## config.mk

```make
export PLATFORM = sky130hd
export DESIGN_NAME = if_id_stage
export DESIGN_NICKNAME = d
export VERILOG_FILES = /design/src/rtl/if_id_stage.sv
export SDC_FILE = /design/constraint.sdc
export NUM_CORES = 1
export LEC_CHECK = 0
export ABC_AREA = 1
export BUFFER_PORTS_ARGS = -buffer_cell sky130_fd_sc_hd__buf_2
export CORE_MARGIN = 8
export CORE_UTILIZATION = 55
export CTS_CLUSTER_DIAMETER = 150
export CTS_CLUSTER_SIZE = 14
export DETAILED_ROUTE_END_ITERATION = 10
export PLACE_DENSITY_LB_ADDON = 0.2
export SETUP_SLACK_MARGIN = 0.05
export SLEW_MARGIN = 30
export SYNTH_ARGS = -nofsm -noshare
export SYNTH_HDL_FRONTEND = slang
export SYNTH_SLANG_ARGS = --single-unit
```

## constraint.sdc

```tcl
create_clock -name clk -period 1.91 [get_ports clk]
set_input_delay 0.191 -clock clk [delete_from_list [all_inputs] [get_ports clk]]
set_output_delay 0.191 -clock clk [all_outputs]
set_load 0.02 [all_outputs]
```

## src/rtl/if_id_stage.sv

```systemverilog
// IF/ID pipeline register with valid/ready handshake, optional 2-entry skid
// buffer, flush with NOP insertion and a saturating bubble counter.
module if_id_stage #(
  parameter int unsigned          PC_W      = 32,
  parameter int unsigned          INSTR_W   = 32,
  parameter logic [INSTR_W-1:0]   NOP_INSTR = INSTR_W'(32'h0000_0013),
  parameter bit                   SKID_EN   = 1'b1,
  parameter int unsigned          CNT_W     = 16
) (
  input  logic               clk,
  input  logic               reset,
  input  logic               flush,
  input  logic               in_valid,
  output logic               in_ready,
  input  logic [PC_W-1:0]    in_pc,
  input  logic [INSTR_W-1:0] in_instr,
  output logic               out_valid,
  input  logic               out_ready,
  output logic [PC_W-1:0]    out_pc,
  output logic [INSTR_W-1:0] out_instr,
  output logic [CNT_W-1:0]   bubble_cnt
);

  typedef enum logic [1:0] {EMPTY, ONE, TWO} state_t;

  state_t             state;
  logic               ready_q;
  logic [PC_W-1:0]    skid_pc;
  logic [INSTR_W-1:0] skid_instr;
  logic               in_xfer;
  logic               out_xfer;

  // Without the skid, ONE can only be refilled while it drains, so TWO is never reached.
  assign in_ready = SKID_EN ? ready_q : (out_ready | ~out_valid);
  assign in_xfer  = in_valid & in_ready;
  assign out_xfer = out_valid & out_ready;

  always_ff @(posedge clk or negedge reset) begin
    if (!reset) begin
      state      <= EMPTY;
      out_valid  <= 1'b0;
      out_pc     <= '0;
      out_instr  <= NOP_INSTR;
      skid_pc    <= '0;
      skid_instr <= '0;
      ready_q    <= 1'b1;
    end else if (flush) begin
      state     <= EMPTY;
      out_valid <= 1'b0;
      out_instr <= NOP_INSTR;
      ready_q   <= 1'b1;
    end else begin
      unique case (state)
        EMPTY: begin
          if (in_xfer) begin
            out_pc    <= in_pc;
            out_instr <= in_instr;
            out_valid <= 1'b1;
            state     <= ONE;
          end
        end
        ONE: begin
          if (in_xfer && out_xfer) begin
            out_pc    <= in_pc;
            out_instr <= in_instr;
          end else if (in_xfer) begin
            skid_pc    <= in_pc;
            skid_instr <= in_instr;
            ready_q    <= 1'b0;
            state      <= TWO;
          end else if (out_xfer) begin
            out_valid <= 1'b0;
            out_instr <= NOP_INSTR;
            state     <= EMPTY;
          end
        end
        TWO: begin
          if (out_xfer) begin
            out_pc    <= skid_pc;
            out_instr <= skid_instr;
            ready_q   <= 1'b1;
            state     <= ONE;
          end
        end
        default: state <= EMPTY;
      endcase
    end
  end

  always_ff @(posedge clk or negedge reset) begin
    if (!reset) begin
      bubble_cnt <= '0;
    end else if (out_ready && !out_valid && !flush && (bubble_cnt != '1)) begin
      bubble_cnt <= bubble_cnt + CNT_W'(1);
    end
  end

endmodule
```

# [Word level (Yosys, flattened, before mapping)]
# Cells that the tools add are included.
[totals] register_bits=148 input_bits=69 out_inout_bits=82 wordCells=74
[op_classes] addsub=1 eq_ne=15 mux=29 bitwise_logic=4 reduce_logical=17
[ops] cell="32-bit two-way mux" count=9
[ops] cell="32-bit case mux with 3 select lines" count=2
[ops] cell="3-bit != test, second input constant" count=6
[ops] cell="16-bit by 1-bit adder with 16-bit output, second input constant" count=1
[ops] cell="16-bit != test, second input constant" count=1
[ops] cell="5-bit AND reduction" count=3
[ops] cell="2-bit two-way mux" count=6
[ops] cell="4-bit != test, second input constant" count=3
[ops] cell="4-bit AND reduction" count=3
[ops] cell="1-bit two-way mux" count=9
[ops] cell="3-bit nonzero test" count=3
[ops] cell="2-bit != test, second input constant" count=3
[ops] cell="2-bit case mux with 3 select lines" count=1
[ops] cell="1-bit logical AND" count=4
[ops] cell="1-bit case mux with 2 select lines" count=2
[ops] cell="4-bit nonzero test" count=1
[ops] cell="1-bit bitwise AND" count=2
[ops] cell="2-bit by 1-bit == test with 1-bit output, second input constant" count=1
[ops] cell="2-bit == test, second input constant" count=1
[ops] cell="1-bit zero test" count=2
[ops] cell="2-bit zero test" count=1
[ops] cell="1-bit inverter" count=2

# [Logic depth before layout (Yosys ltp)]
[depth] ltp_word=6 ltp_mapped=12 depth_no_buf=10

# [Worst setup path after synthesis]
# Ideal clock, no wire load.
[synth_timing] kind="register to register" startpoint="register bubble_cnt[0]" endpoint="register bubble_cnt[3]" setup_ns=0.117 arrival_time_ns=1.550 required_ns=1.793 setup_slack_ns=0.243 path_stages_with_launch=12 synth_period_minus_slack_ns=1.667 cell_sequence="dfrtp_1 -> ha_1 -> nand3_2 -> inv_2 -> nand2_1 -> inv_1 -> nand2_1 -> nand2_4 -> inv_4 -> buf_6 -> nand2_1 -> nand2_1"
[synth_between] elab_chain_len=2 elab_cells_between_ends=3 cone_classes="1 x add/sub; 1 x eq/ne; 1 x reduce/logical"
[synth_rtl] element="from (decl)" line_no="21" rtl="output logic [CNT_W-1:0] bubble_cnt"
[synth_rtl] element="from (signal assigned)" line_no="94" rtl="bubble_cnt <= bubble_cnt + CNT_W'(1);"
[synth_rtl] element="parallel branches: the longest is 2 deep, another holds 16-bit by 1-bit adder with 16-bit output"
# Parallel ways; which one is timed is not known.
# A chain may end at the register's enable or synchronous reset.

# [Final worst setup path]
[layout_timing] startpoint="register state[0]" endpoint="register out_instr[15]"
[layout_between] elab_chain_len=3 elab_cells_between_ends=11 cone_classes="6 x eq/ne; 2 x mux; 3 x reduce/logical"
[layout_rtl] element="from (decl)" line_no="26" rtl="state_t state;"
[layout_rtl] element="from (signal assigned)" line_no="40" rtl="state <= EMPTY;"
[layout_rtl] element="from (signal assigned)" line_no="48" rtl="state <= EMPTY;"
[layout_rtl] element="from (signal assigned)" line_no="59" rtl="state <= ONE;"
[layout_rtl] element="2-bit by 1-bit == test with 1-bit output (tied with other cells)" line_no="53" rtl="unique case (state)"
[layout_rtl] element="4-bit != test (no source line) (tied with other cells)"
[layout_rtl] element="5-bit AND reduction (no source line) / 32-bit two-way mux (equally long branches)"
[layout_rtl] element="to (signal assigned)" line_no="57" rtl="out_instr <= in_instr;"
[layout_rtl] element="to (signal assigned)" line_no="65" rtl="out_instr <= in_instr;"
[layout_rtl] element="to (signal assigned)" line_no="80" rtl="out_instr <= skid_instr;"
[layout_rtl] element="to (decl)" line_no="20" rtl="output logic [INSTR_W-1:0] out_instr,"
# Several ways; a longest one is shown, not always the timed one.

==> impl_metrics.yaml <==
clock_network:
  numCtsBuffers: 17
  cts_tree: "done"
  cts.clk_slew.worst_paths_ns: 0.06
  clock-sinks: 148
  cts_root_buf: "clkbuf_16"
  cts_htree_levels: 4
  clock_path_buffers: 2
  clkLatencyLatePin_ns: 0.42
timing:
  max_slew_margin_pct: 68.1
  worst_pin_slew_ns: 0.478
  period_needed_ns: 1.72
  rsz0062_at_grt: "false"
  final_max_slew_viol_count: 0
  hold_ws_ns: 0.0314
  post-route-period-util_pct: 90.1
  setup_tns_ns: 0
  hold_viol: 0
  finalSetupViolCount: 0
  skew_ns: 0.00503
  max_freq_mhz: 581
logic_synthesis:
  synth_area_leaders: "dfrtp_1 (52%), nand2_1 (19%), o21ai_0 (8.3%), inv_1 (4.5%), o21ai_1 (3.6%)"
  ys_ff_latch: 148
  synth_area_um2: 7000
  yosysTopAreaCell: "dfrtp_1"
  synth.top_cell.area_share_pct: 51.5
  synthFlopType: "dfrtp_1"
  ys_top_cells_by_count: "nand2_1 (354), dfrtp_1 (144), o21ai_0 (116)"
  synth_cell_type_count: 27
  synth_most_common_cell: "nand2_1"
  synth_nets: 960
  synth_enable_flop_cells: 0
  synthArstFlopShare_pct: 100
  postSynthCellCount: 885
  yosys_warnings: 0
  synth_seq_area_share_pct: 53.0
  syn_area_per_cell_um2: 7.90
flow_run:
  drv_cap: 0
placement:
  gp_congestion: 0.857
  dp_hpwl_mm: 11.1
  placement.io_buffers: 150
floorplanning:
  dieArea_um2: 16600
  start_util_pct: 55.9
  die_h_um: 129
  die_x_um: 129
  ios: 151
  core-area_um2: 12500
  num_rows: 41
setup_path:
  reg2reg_to: "out_instr[15]"
  critPathSlowestCell: "dfrtp_1"
  cp_data_arrival_time_ns: 2.08
  cp_common_cell: "nand2_1"
  cp_slowest_stage_delay_ns: 0.43
  cp-end-kind: "flip-flop"
  cp_cell_sequence: "inv_2, ha_4, nor2_1, nand2_1, nand2_1, inv_2, nand2_8, nor2_4, clkbuf_16, nand2_1, nand2_1"
  reg2reg_from: "state[0]"
  crit_type: "reg -> reg"
  start_kind: "flip-flop"
  ff2ff_setup_slack_ns: 0.19
  path_max_fanout: 7
  reg2regPathDepth: 11
  crit_required_ns: 2.27
routing:
  viasPerCell: 4.91
  drt-total-wl_mm: 16.6
  vias: 6006
  drc: 0
  dr.pass1.iters: 5
  drtAntennaViolNets: 0
  drt_iter0_drc: 403
  wl_per_cell_um: 13.6
power:
  power-per-cell-area_nw_per_um2: 1590
  ir_drop_uv: 995
  leakagePower_nw: 4.71
global_routing:
  grt_pass1_vias: 5713
  grt_pass1_wl_mm: 27.0
  grt_usage_pct: 20.4
  antenna_found_initial: 0
  grt_start_max_net_pins: 65
  overflow: 0
finish:
  n_antenna_cell: 0
  synthToLayoutAreaGrowth_pct: 23.8
  postLayoutCoreUtil_pct: 69.2
  drive_gt1_share_pct: 22.2
  fillers: 1035
  final_nets: 1113
min_path:
  min_path_type: "in -> reg"
  worstHoldStart: "in_instr[26]"
  min_to: "skid_instr[26]"
  hold_depth: 3
outcome:
  run_status: "completed"
==> worst max-delay path: cells and delay by family, from the launching register on <==
kind / cells / cell delay (ns)
flip-flops: 1 / 0.43
buffers and inverters: 3 / 0.44
AND/OR/NAND/NOR: 7 / 0.61
adder cells (fa/ha/maj): 1 / 0.18
==> state kept, by name, summed over array words and instances, names as in the netlist <==
register	count
in_ready	1
skid_pc	32
out_instr	32
bubble_cnt	16
out_valid	1
skid_instr	32
state	2
out_pc	32
==> power by group <==
group / internal (W) / leakage [nW] / total (W) / switching (W)
Sequential: 0.00457 / 1.89 / 0.00535 / 0.000785
Clock: 0.00193 / 0.270 / 0.00318 / 0.00125
Combinational: 0.00191 / 2.55 / 0.00524 / 0.00332
==> what timing repair did <==
action	in CTS	in global routing
hold buffers	1	0
endpoints found under the hold margin	46	0
resized for setup	0	10
buffers inserted	0	7
endpoints found under the setup margin	0	88
==> area by class of cell <==
type                       count  area, µm²  area share, %
clock inverter                 7       71.3          0.824
clock buffer                  25        495           5.72
timing repair buffer         176       1090           12.6
multi-input combinational    605       2740           31.6
inverter                      90        343           3.96
sequential                   148       3710           42.8
tap                          172        215           2.49
==> routing by layer <==
metal / GRT usage, % / wire length (µm) / vias to the layer above
met4: 7.39 / 214 / 0
met5: 0 / 0 / -
li1: - / - / 3087
met3: 5.71 / 970 / 15
met2: 32.8 / 7980 / 153
met1: 25.8 / 7420 / 2751
==> metrics by stage <==
stage | cells | total power [W] | setup WS [ns] | instance area [µm²]
after floorplan | 885 | 0.00873 | 0.243 | 7000
after global placement | 1180 | 0.0102 | 0.162 | 7930
after detailed placement | 1180 | 0.0104 | 0.120 | 7930
after CTS | 1213 | 0.0136 | 0.0896 | 8500
after global routing | 1223 | 0.0148 | 0.0574 | 8660
final | 1223 | 0.0138 | 0.189 | 8660
==> cells by family after synthesis <==
| family | count (synthesis) | synth area share [%] |
|---|---|---|
| buf+inv | 132 | 8.55 |
| simple gates | 417 | 23.8 |
| flops | 148 | 53.0 |
| xor+xnor | 7 | 0.876 |
| fa+ha+maj | 6 | 1.07 |
| compound gates | 175 | 12.7 |
==> layout by cell type, fill, tap and decap left out, types with 6 or more instances in the layout <==
cell type / instances
nand2_1: 354
buf_2: 149
dfrtp_1: 144
o21ai_0: 116
inv_1: 82
o21ai_1: 51
nor2_1: 27
clkbuf_16: 19
nand3_1: 15
buf_4: 13
xnor2_1: 7
a21oi_1: 7
buf_12: 7
inv_2: 6
nand4_1: 6
==> worst max path at each step <==
| stage | startpoint | endpoint | slack [ns] | cells past startpoint |
|---|---|---|---|---|
| 2_1_floorplan | bubble_cnt[0] | bubble_cnt[3] | 0.24 | 11 |
| 3_3_place_gp | state[0] | out_instr[14] | 0.16 | 9 |
| 3_5_place_dp | state[1] | skid_pc[3] | 0.12 | 8 |
| 4_1_cts | state[1] | skid_pc[29] | 0.09 | 8 |
| 5_1_grt | state[0] | out_instr[15] | 0.06 | 11 |
| 6_report | state[0] | out_instr[15] | 0.19 | 11 |
Note: power is estimated with default switching activity, not from simulation.
